==> config.mk <==
export PLATFORM = sky130hd
export DESIGN_NAME = press_judge_flat
export DESIGN_NICKNAME = d
export VERILOG_FILES = /design/src/rtl/press_judge_if.sv /design/src/rtl/press_judge.sv /design/src/flat_wrapper.sv
export SDC_FILE = /design/constraint.sdc
export NUM_CORES = 1
export LEC_CHECK = 0
export BUFFER_PORTS_ARGS = -buffer_cell sky130_fd_sc_hd__buf_2
export CELL_PAD_IN_SITES_DETAIL_PLACEMENT = 1
export CELL_PAD_IN_SITES_GLOBAL_PLACEMENT = 1
export CORE_UTILIZATION = 48
export DETAILED_ROUTE_END_ITERATION = 6
export PLACE_DENSITY = 0.82
export SKIP_LAST_GASP = 1
export SLEW_MARGIN = 25
export SYNTH_ARGS = -nofsm -noshare
export SYNTH_HDL_FRONTEND = slang
export SYNTH_SLANG_ARGS = --single-unit
==> constraint.sdc <==
create_clock -name clk -period 3.9 [get_ports clk]
set_clock_uncertainty 0.05 [all_clocks]
set_input_delay 0.39 -clock clk [delete_from_list [all_inputs] [get_ports clk]]
set_output_delay 0.39 -clock clk [all_outputs]
set_load 0.005 [all_outputs]
==> src/rtl/press_judge_if.sv <==
// Round-judging handshake between the control FSM/button bank (master) and press_judge (slave).
interface press_judge_if;
  logic       enable;
  logic       clear;
  logic [2:0] target;
  logic [7:0] buttons;
  logic       checkdone;
  logic       hit;
  logic       miss;
  logic       timeout;
  logic [7:0] score;

  modport master (
    output enable, clear, target, buttons,
    input  checkdone, hit, miss, timeout, score
  );

  modport slave (
    input  enable, clear, target, buttons,
    output checkdone, hit, miss, timeout, score
  );
endinterface

==> src/rtl/press_judge.sv <==
// Judges the first fresh press of a round as hit/miss/timeout and keeps a saturating score.
// Result pulses and score register on the judging edge; no input-to-output combinational path.
module press_judge #(
  parameter int SCORE_MAX      = 99,
  parameter int TIMEOUT_CYCLES = 50_000_000
) (
  input  logic         clk,
  input  logic         drst,
  press_judge_if.slave pj
);

  localparam int             CW   = $clog2(TIMEOUT_CYCLES);
  localparam logic [CW-1:0]  LAST = CW'(TIMEOUT_CYCLES - 1);
  localparam logic [7:0]     SMAX = SCORE_MAX[7:0];

  typedef enum logic [2:0] {
    S_IDLE,
    S_ARM,
    S_WAIT,
    S_DONE,
    S_HOLD
  } state_t;

  state_t        r_state;
  logic [CW-1:0] r_cnt;
  logic [7:0]    r_score;
  logic          r_checkdone;
  logic          r_hit;
  logic          r_miss;
  logic          r_timeout;

  logic [7:0] w_want;
  logic       w_press;
  logic       w_expire;
  logic [7:0] w_inc;
  logic [7:0] w_dec;

  assign w_want   = 8'd1 << pj.target;
  assign w_press  = |pj.buttons;
  assign w_expire = (r_cnt == LAST);
  assign w_inc    = (r_score >= SMAX) ? SMAX : r_score + 8'd1;
  assign w_dec    = (r_score == 8'd0) ? 8'd0 : r_score - 8'd1;

  always_ff @(posedge clk or negedge drst) begin
    if (!drst) begin
      r_state     <= S_IDLE;
      r_cnt       <= '0;
      r_score     <= '0;
      r_checkdone <= 1'b0;
      r_hit       <= 1'b0;
      r_miss      <= 1'b0;
      r_timeout   <= 1'b0;
    end else begin
      r_checkdone <= 1'b0;
      r_hit       <= 1'b0;
      r_miss      <= 1'b0;
      r_timeout   <= 1'b0;
      r_cnt       <= '0;

      case (r_state)
        S_IDLE: begin
          if (pj.enable) r_state <= S_ARM;
        end

        // A button still held from the previous round must be released first.
        S_ARM: begin
          if (!pj.enable)   r_state <= S_IDLE;
          else if (!w_press) r_state <= S_WAIT;
        end

        S_WAIT: begin
          if (!pj.enable) begin
            r_state <= S_IDLE;
          end else if (w_press) begin
            r_state     <= S_DONE;
            r_checkdone <= 1'b1;
            if (pj.buttons == w_want) begin
              r_hit   <= 1'b1;
              r_score <= w_inc;
            end else begin
              r_miss  <= 1'b1;
              r_score <= w_dec;
            end
          end else if (w_expire) begin
            r_state     <= S_DONE;
            r_checkdone <= 1'b1;
            r_timeout   <= 1'b1;
          end else begin
            r_cnt <= r_cnt + 1'b1;
          end
        end

        S_DONE: r_state <= S_HOLD;

        S_HOLD: begin
          if (!pj.enable) r_state <= S_IDLE;
        end

        default: r_state <= S_IDLE;
      endcase

      // Clear overrides any score update from the same edge.
      if (pj.clear) r_score <= '0;
    end
  end

  assign pj.checkdone = r_checkdone;
  assign pj.hit       = r_hit;
  assign pj.miss      = r_miss;
  assign pj.timeout   = r_timeout;
  assign pj.score     = r_score;

endmodule
==> src/flat_wrapper.sv <==
// flat-port wrapper written by rule: the top's interface ports become plain ports
module press_judge_flat 
#(
  parameter int SCORE_MAX      = 99,
  parameter int TIMEOUT_CYCLES = 50_000_000
)
  (clk, drst, pj_enable, pj_clear, pj_target, pj_buttons, pj_checkdone, pj_hit, pj_miss, pj_timeout, pj_score);
  press_judge_if pj_i ();
  input  logic clk;
  input  logic drst;
  input wire logic [$bits(pj_i.enable)-1:0] pj_enable;
  input wire logic [$bits(pj_i.clear)-1:0] pj_clear;
  input wire logic [$bits(pj_i.target)-1:0] pj_target;
  input wire logic [$bits(pj_i.buttons)-1:0] pj_buttons;
  output wire logic [$bits(pj_i.checkdone)-1:0] pj_checkdone;
  output wire logic [$bits(pj_i.hit)-1:0] pj_hit;
  output wire logic [$bits(pj_i.miss)-1:0] pj_miss;
  output wire logic [$bits(pj_i.timeout)-1:0] pj_timeout;
  output wire logic [$bits(pj_i.score)-1:0] pj_score;
  assign pj_i.enable = pj_enable;
  assign pj_i.clear = pj_clear;
  assign pj_i.target = pj_target;
  assign pj_i.buttons = pj_buttons;
  assign pj_checkdone = pj_i.checkdone;
  assign pj_hit = pj_i.hit;
  assign pj_miss = pj_i.miss;
  assign pj_timeout = pj_i.timeout;
  assign pj_score = pj_i.score;
  press_judge #(.SCORE_MAX(SCORE_MAX), .TIMEOUT_CYCLES(TIMEOUT_CYCLES)) u_core (.clk(clk), .drst(drst), .pj(pj_i));
endmodule
# --- Yosys cells after proc, flatten, opt, wreduce, memory -nomap -nowiden ---
# Index checks and enable logic that the tools add are counted.
totals:
  word_cells: 64
  register_bits: 41
  inputBits: 15
classes:
  mux: 34
  n_lt_le_gt_ge: 1
  add_sub_neg: 3
  eq_ne: 10
  reduce_logical: 8
  shift: 1
op_table:
  columns: ["operator", "count"]
  rows:
  - ["26-bit 2-to-1 mux", 4]
  - ["8-bit 2-to-1 mux", 7]
  - ["26-bit by 1-bit adder with 26-bit output, second input constant", 1]
  - ["26-bit equality test, second input constant", 1]
  - ["3-bit 2-to-1 mux", 7]
  - ["1-bit 2-to-1 mux", 15]
  - ["3-bit one-hot mux with 5 select lines", 1]
  - ["8-bit by 1-bit adder with 8-bit output, second input constant", 1]
  - ["8-bit equality test", 1]
  - ["8-bit by 7-bit greater-or-equal comparator with 1-bit output, second input constant", 1]
  - ["8-bit zero test", 1]
  - ["8-bit OR reduction", 1]
  - ["1-bit by 3-bit << shifter with 8-bit output, first input constant", 1]
  - ["8-bit by 1-bit subtractor with 8-bit output, second input constant", 1]
  - ["3-bit by 2-bit equality test with 1-bit output, second input constant", 2]
  - ["2-bit nonzero test", 3]
  - ["2-bit != test, second input constant", 2]
  - ["4-bit by 2-bit != test with 1-bit output, second input constant", 1]
  - ["4-bit AND reduction", 1]
  - ["3-bit by 1-bit equality test with 1-bit output, second input constant", 1]
  - ["3-bit equality test, second input constant", 1]
  - ["3-bit zero test", 1]
  - ["3-bit != test, second input constant", 1]
  - ["3-bit AND reduction", 1]

# --- Logic depth before layout (Yosys ltp) ---
depth:
  depth_word: 7
  depth_mapped: 9
  mapped_depth_nobuf: 8

# --- Worst setup path after synthesis ---
# OpenSTA, ideal clock, no wires.
synth_path:
  path_type: "input -> register"
  startpoint: "in pj_target[2]"
  endpoint: "reg u_core.r_score[5] (netlist: u_core.pj.score[5])"
  setup_ns: 0.128
  stages: 8
  t_required_ns: 3.722
  setup_slack_ns: 1.754
  arrival_time_ns: 1.968
  path_cell_list: "buf_2 > nor2b_1 > mux2i_1 > mux2i_1 > nor4_4 > mux2_2 > a22oi_1 > nor2_1"
synth_between:
  elab_chain_len: 7
synth_rtl:
  columns: ["item", "line", "rtl"]
  rows:
  - ["start, declared", "flat_wrapper.sv:13", "input wire logic [$bits(pj_i.target)-1:0] pj_target;"]
  - ["1-bit by 3-bit << shifter with 8-bit output", "press_judge.sv:38", "assign w_want = 8'd1 << pj.target;"]
  - ["8-bit equality test", "press_judge.sv:77", "if (pj.buttons == w_want) begin"]
  - ["8-bit 2-to-1 mux", "press_judge.sv:77", null]
  - ["8-bit 2-to-1 mux", "press_judge.sv:74", "end else if (w_press) begin"]
  - ["8-bit 2-to-1 mux", "press_judge.sv:72", "if (!pj.enable) begin"]
  - ["8-bit 2-to-1 mux", "press_judge.sv:60", "case (r_state)"]
  - ["8-bit 2-to-1 mux", "press_judge.sv:103", "if (pj.clear) r_score <= '0;"]
  - ["end signal, assigned", "press_judge.sv:79", "r_score <= w_inc;"]
  - ["end signal, assigned", "press_judge.sv:82", "r_score <= w_dec;"]
  - ["end, declared", "press_judge.sv:26", "logic [7:0] r_score;"]
# No other way between the ends. The select of a mux whose other input is x is not followed.
# A chain may end at the register's enable or synchronous reset.

# --- Worst setup path in the final report ---
layout_path:
  startpoint: "reg u_core.r_cnt[16]"
  endpoint: "reg u_core.r_cnt[2]"
layout_between:
  elab_chain_len: 5
layout_rtl:
  columns: ["item", "line", "rtl"]
  rows:
  - ["start, declared", "press_judge.sv:25", "logic [CW-1:0] r_cnt;"]
  - ["start signal, assigned", "press_judge.sv:89", "r_cnt <= r_cnt + 1'b1;"]
  - ["26-bit equality test", "press_judge.sv:40", "assign w_expire = (r_cnt == LAST);"]
  - ["26-bit 2-to-1 mux", "press_judge.sv:84", "end else if (w_expire) begin"]
  - ["26-bit 2-to-1 mux", "press_judge.sv:74", null]
  - ["26-bit 2-to-1 mux", "press_judge.sv:72", null]
  - ["26-bit 2-to-1 mux", "press_judge.sv:60", null]
# No other way between the ends.

==> summary by stage <==
Outcome
The run finished with clean final reports.

Floorplanning
The initial utilization of the core area, before any placement, comes to 0.515. The row count is 25. Pin placement for this block handled 27 I/O pins. The die area is 5490 um^2. Measured along the x axis, the die boundary spans 74.1 um. The area of the core is 4850 um^2. The chip height is 74.1 um.

Yosys
The most repeated cell in the gate-level netlist after synthesis is nor2_1. Of the post-synthesis cell area, the dominant cell type holds 0.411. The number of standard cells after synthesis is between 200 and 300. In the synthesized netlist, the cells that appear most often are nor2_1, dfrtp_1, xor2_1, nand2_1, nand3_1.

In this run, synthesis inferred 0 flip-flops with an integrated enable. By area the synthesized netlist is led by dfrtp_1, xor2_1, nor2_1. The dominant register cell in the synthesized netlist is dfrtp_1. The average instance in the mapped netlist occupies 9.04 um^2. Summed over all instances, the cell type with the most area after synthesis is dfrtp_1. The number of distinct standard cells referenced by the synthesized netlist is 53. The async set-reset flop share out of synthesis is 1.00. The total nets after synthesis is ~300. The synthesized netlist occupies a cell area of around 2500 um^2.

The number of storage elements in the synthesis netlist is 41. The sequential-to-total area share from yosys stat is 0.411. Yosys printed 0 warnings.

Global routing
The first global-routing pass estimated 9310 um of wire. The total global routing overflow is 0. The via count of the first global-routing pass is 2135. For this run, the total global-route usage over all layers was measured as 0.219. The number of antenna violations at the first check in global routing is 0. The maximum number of pins on one net before global-route repair is 42.

Detailed routing
Dividing the detail-routed wire length by the instance count gives 15.0 um. The final route contains between 2000 and 2500 vias. The final routed wirelength across all metal layers is 5380 um. The total DRC errors in the routed layout is 0.

Once detail routing completed, the nets flagged for antenna violations numbered 0. The number of DRC violations after detailed-routing iteration 0 is 52. The first detailed-routing pass ran for 4 iterations. The per-cell via count in the routed design is about 5.7.

Hold path
The min-delay analysis places its worst path in the category input port to async pin.

STA
The worst max-slew margin expressed relative to the limit is 0.369. Setup violations remaining at the end of the flow were counted as 0. The clock period minus final worst setup slack is 2640 ps. Setup repair after global routing left no endpoint under its margin.

The final count of hold timing violations is 0. The worst-case hold slack is about 21 ps. The max-slew violation total from the final report is 0. The accumulated negative setup slack is 0 ps. Derived from the worst setup path, the maximum achievable clock frequency is 379 MHz.

The transition time at the pin with the least slew margin is 947 ps. The final critical-path share of the clock period is 0.677.

Clock tree
The number of clock buffers inserted by TritonCTS is 5. The number of clock sinks is 41. TritonCTS built the clock tree. The clock transition time at the flip-flop clock pins of the worst setup and hold paths is 80 ps. The post-cts sizing count is 0. The tree is rooted in a clkbuf_8. After clock tree synthesis, the setup repair step added 0 buffers.

The hold-fix buffer count after cts is 0. The clock tree buffer depth is 2. The clock latency at the later pin of the worst-skew pair is roughly 280 ps. The H-tree level count is 2.

Placed design
The count of input and output buffers is 26. The placed wire-length estimate is about 3800 um. At the end of routability-driven placement, the weighted congestion stood at 0.726.

Critical path
Counting both buffers and inverters, the worst setup path holds a total of 0. For the worst setup path, the data required time is a little under 4000 ps. The kind of critical path is register to register. Data arrives at the worst endpoint at 2720 ps.

Walking the worst path, the cells encountered are or4_4 -> nor3b_2 -> nand4_1 -> nor4_2 -> nand3_2 -> nand2b_1 -> nor2_1. In this run the register-to-register setup slack is 1260 ps. The category of the worst setup path capture point is a register.

In this design, the stage delay of the slowest critical-path cell is 700 ps. The slowest stage of the critical path belongs to the cell nand2b_1. In this run the worst path has a maximum fanout of 25. The kind of cell with the highest combined delay along the critical path is simple AND/OR/NAND/NOR gates. In this run the critical register-to-register path is launched from u_core.r_cnt[16]. The launching element type of the critical path is a register.

The endpoint identified for the worst register-to-register timing path is u_core.r_cnt[2]. The number of cells on the worst reg-to-reg path is 7.

Finish
The number of antenna cells inserted is 0. Once layout is complete, the utilization of the core stands at 0.554. After the last flow step, the layout net total stands at 309. The relative area change from synthesis to final layout is 7.52%. The fraction of final layout cells sized beyond drive strength 1 is 0.168.

Pwr
The leakage power total is 1.18 nW. The worst-case IR drop observed on VDD is 124 uV. The power density over the cells is 272 nW/um^2.

Job
Across the run, the number of max-cap violations was 0.
-- sequential cells by signal (all words and copies together), names as in the netlist --
| register | flops |
|---|---|
| u_core.pj.hit | 1 |
| u_core.r_cnt | 26 |
| u_core.pj.timeout | 1 |
| u_core.pj.checkdone | 1 |
| u_core.pj.score | 8 |
| u_core.pj.miss | 1 |
| u_core.r_state | 3 |
-- layout make-up --
type / count / area (um^2)
clock buffer: 8 / 80.1
tap: 67 / 83.8
inverter: 5 / 18.8
timing repair buffer: 26 / 133
sequential: 41 / 1030
fill: 612 / 2160
multi-input combinational: 211 / 1340
-- through the flow --
step	power [mW]	instances	worst slack [ps]	cell area [um^2]
3_3_place_gp	0.474	350	1300	2600
5_1_grt	0.757	358	1030	2680
2_1_floorplan	0.455	276	1750	2500
6_report	0.731	358	1260	2680
4_1_cts	0.739	358	1220	2680
3_5_place_dp	0.475	350	1250	2600
-- kinds of logic (layout without fill, tap and decap cells) --
group	Yosys count	after routing	synth area share
AOI/OAI and AO/OA	35	35	0.0917
xor gates and xnor gates	28	28	0.0982
adders and majority gates	4	4	0.0201
buffers and inverters	24	39	0.0511
DFF	41	41	0.411
muxes	5	5	0.0206
and+or+nand+nor	139	139	0.307
-- layout by cell type, fill, tap and decap left out, types with 3 or more instances in the layout --
cell type and instances:
ha_1 4, clkbuf_8 5, a31oi_1 4, nand4_1 6, nor2_1 46, and3_2 4
o21ai_0 7, nand3_1 17, buf_2 25, and3_1 5, xor2_1 20, nor3_1 3
nor4_1 5, clkbuf_1 3, inv_1 5, dfrtp_1 41, nand2_1 17, a21oi_1 10
mux2i_1 4, nand2b_1 6, a311oi_1 3, nor3b_1 4, xnor2_1 8
-- routing by layer --
metal / vias up / global-route usage / wire length [um]
li1: 989 / - / -
met1: 1027 / 0.260 / 2340
met2: 21 / 0.406 / 2900
met3: 5 / 0.0325 / 87
met4: 0 / 0.0641 / 53
met5: - / 0 / 0
-- where the power goes --
| group | leakage (nW) | internal [mW] | switching (mW) |
|---|---|---|---|
| clock | 0.0395 | 0.127 | 0.138 |
| combinational | 0.565 | 0.0140 | 0.0256 |
| sequential | 0.571 | 0.425 | 0.00107 |
| total | 1.18 | 0.567 | 0.164 |
-- worst reg2reg max path, delay by kind of cell, from the launching register on --
kind | cells | cell delay, ps
AND/OR/NAND/NOR | 7 | 2020
flip-flops | 1 | 430
-- worst max path at each step --
stage                                start                  to  slack [ps]  cells past startpoint
after global placement        pj_target[2]  u_core.pj.score[5]        1300                      8
after CTS                 u_core.r_cnt[16]     u_core.r_cnt[8]        1220                      7
after detailed placement  u_core.r_cnt[16]     u_core.r_cnt[8]        1250                      7
final                     u_core.r_cnt[16]     u_core.r_cnt[2]        1260                      7
after floorplan               pj_target[2]  u_core.pj.score[5]        1750                      8
after global routing      u_core.r_cnt[16]    u_core.r_cnt[25]        1030                      7
Note: power is estimated with default switching activity, not from simulation.
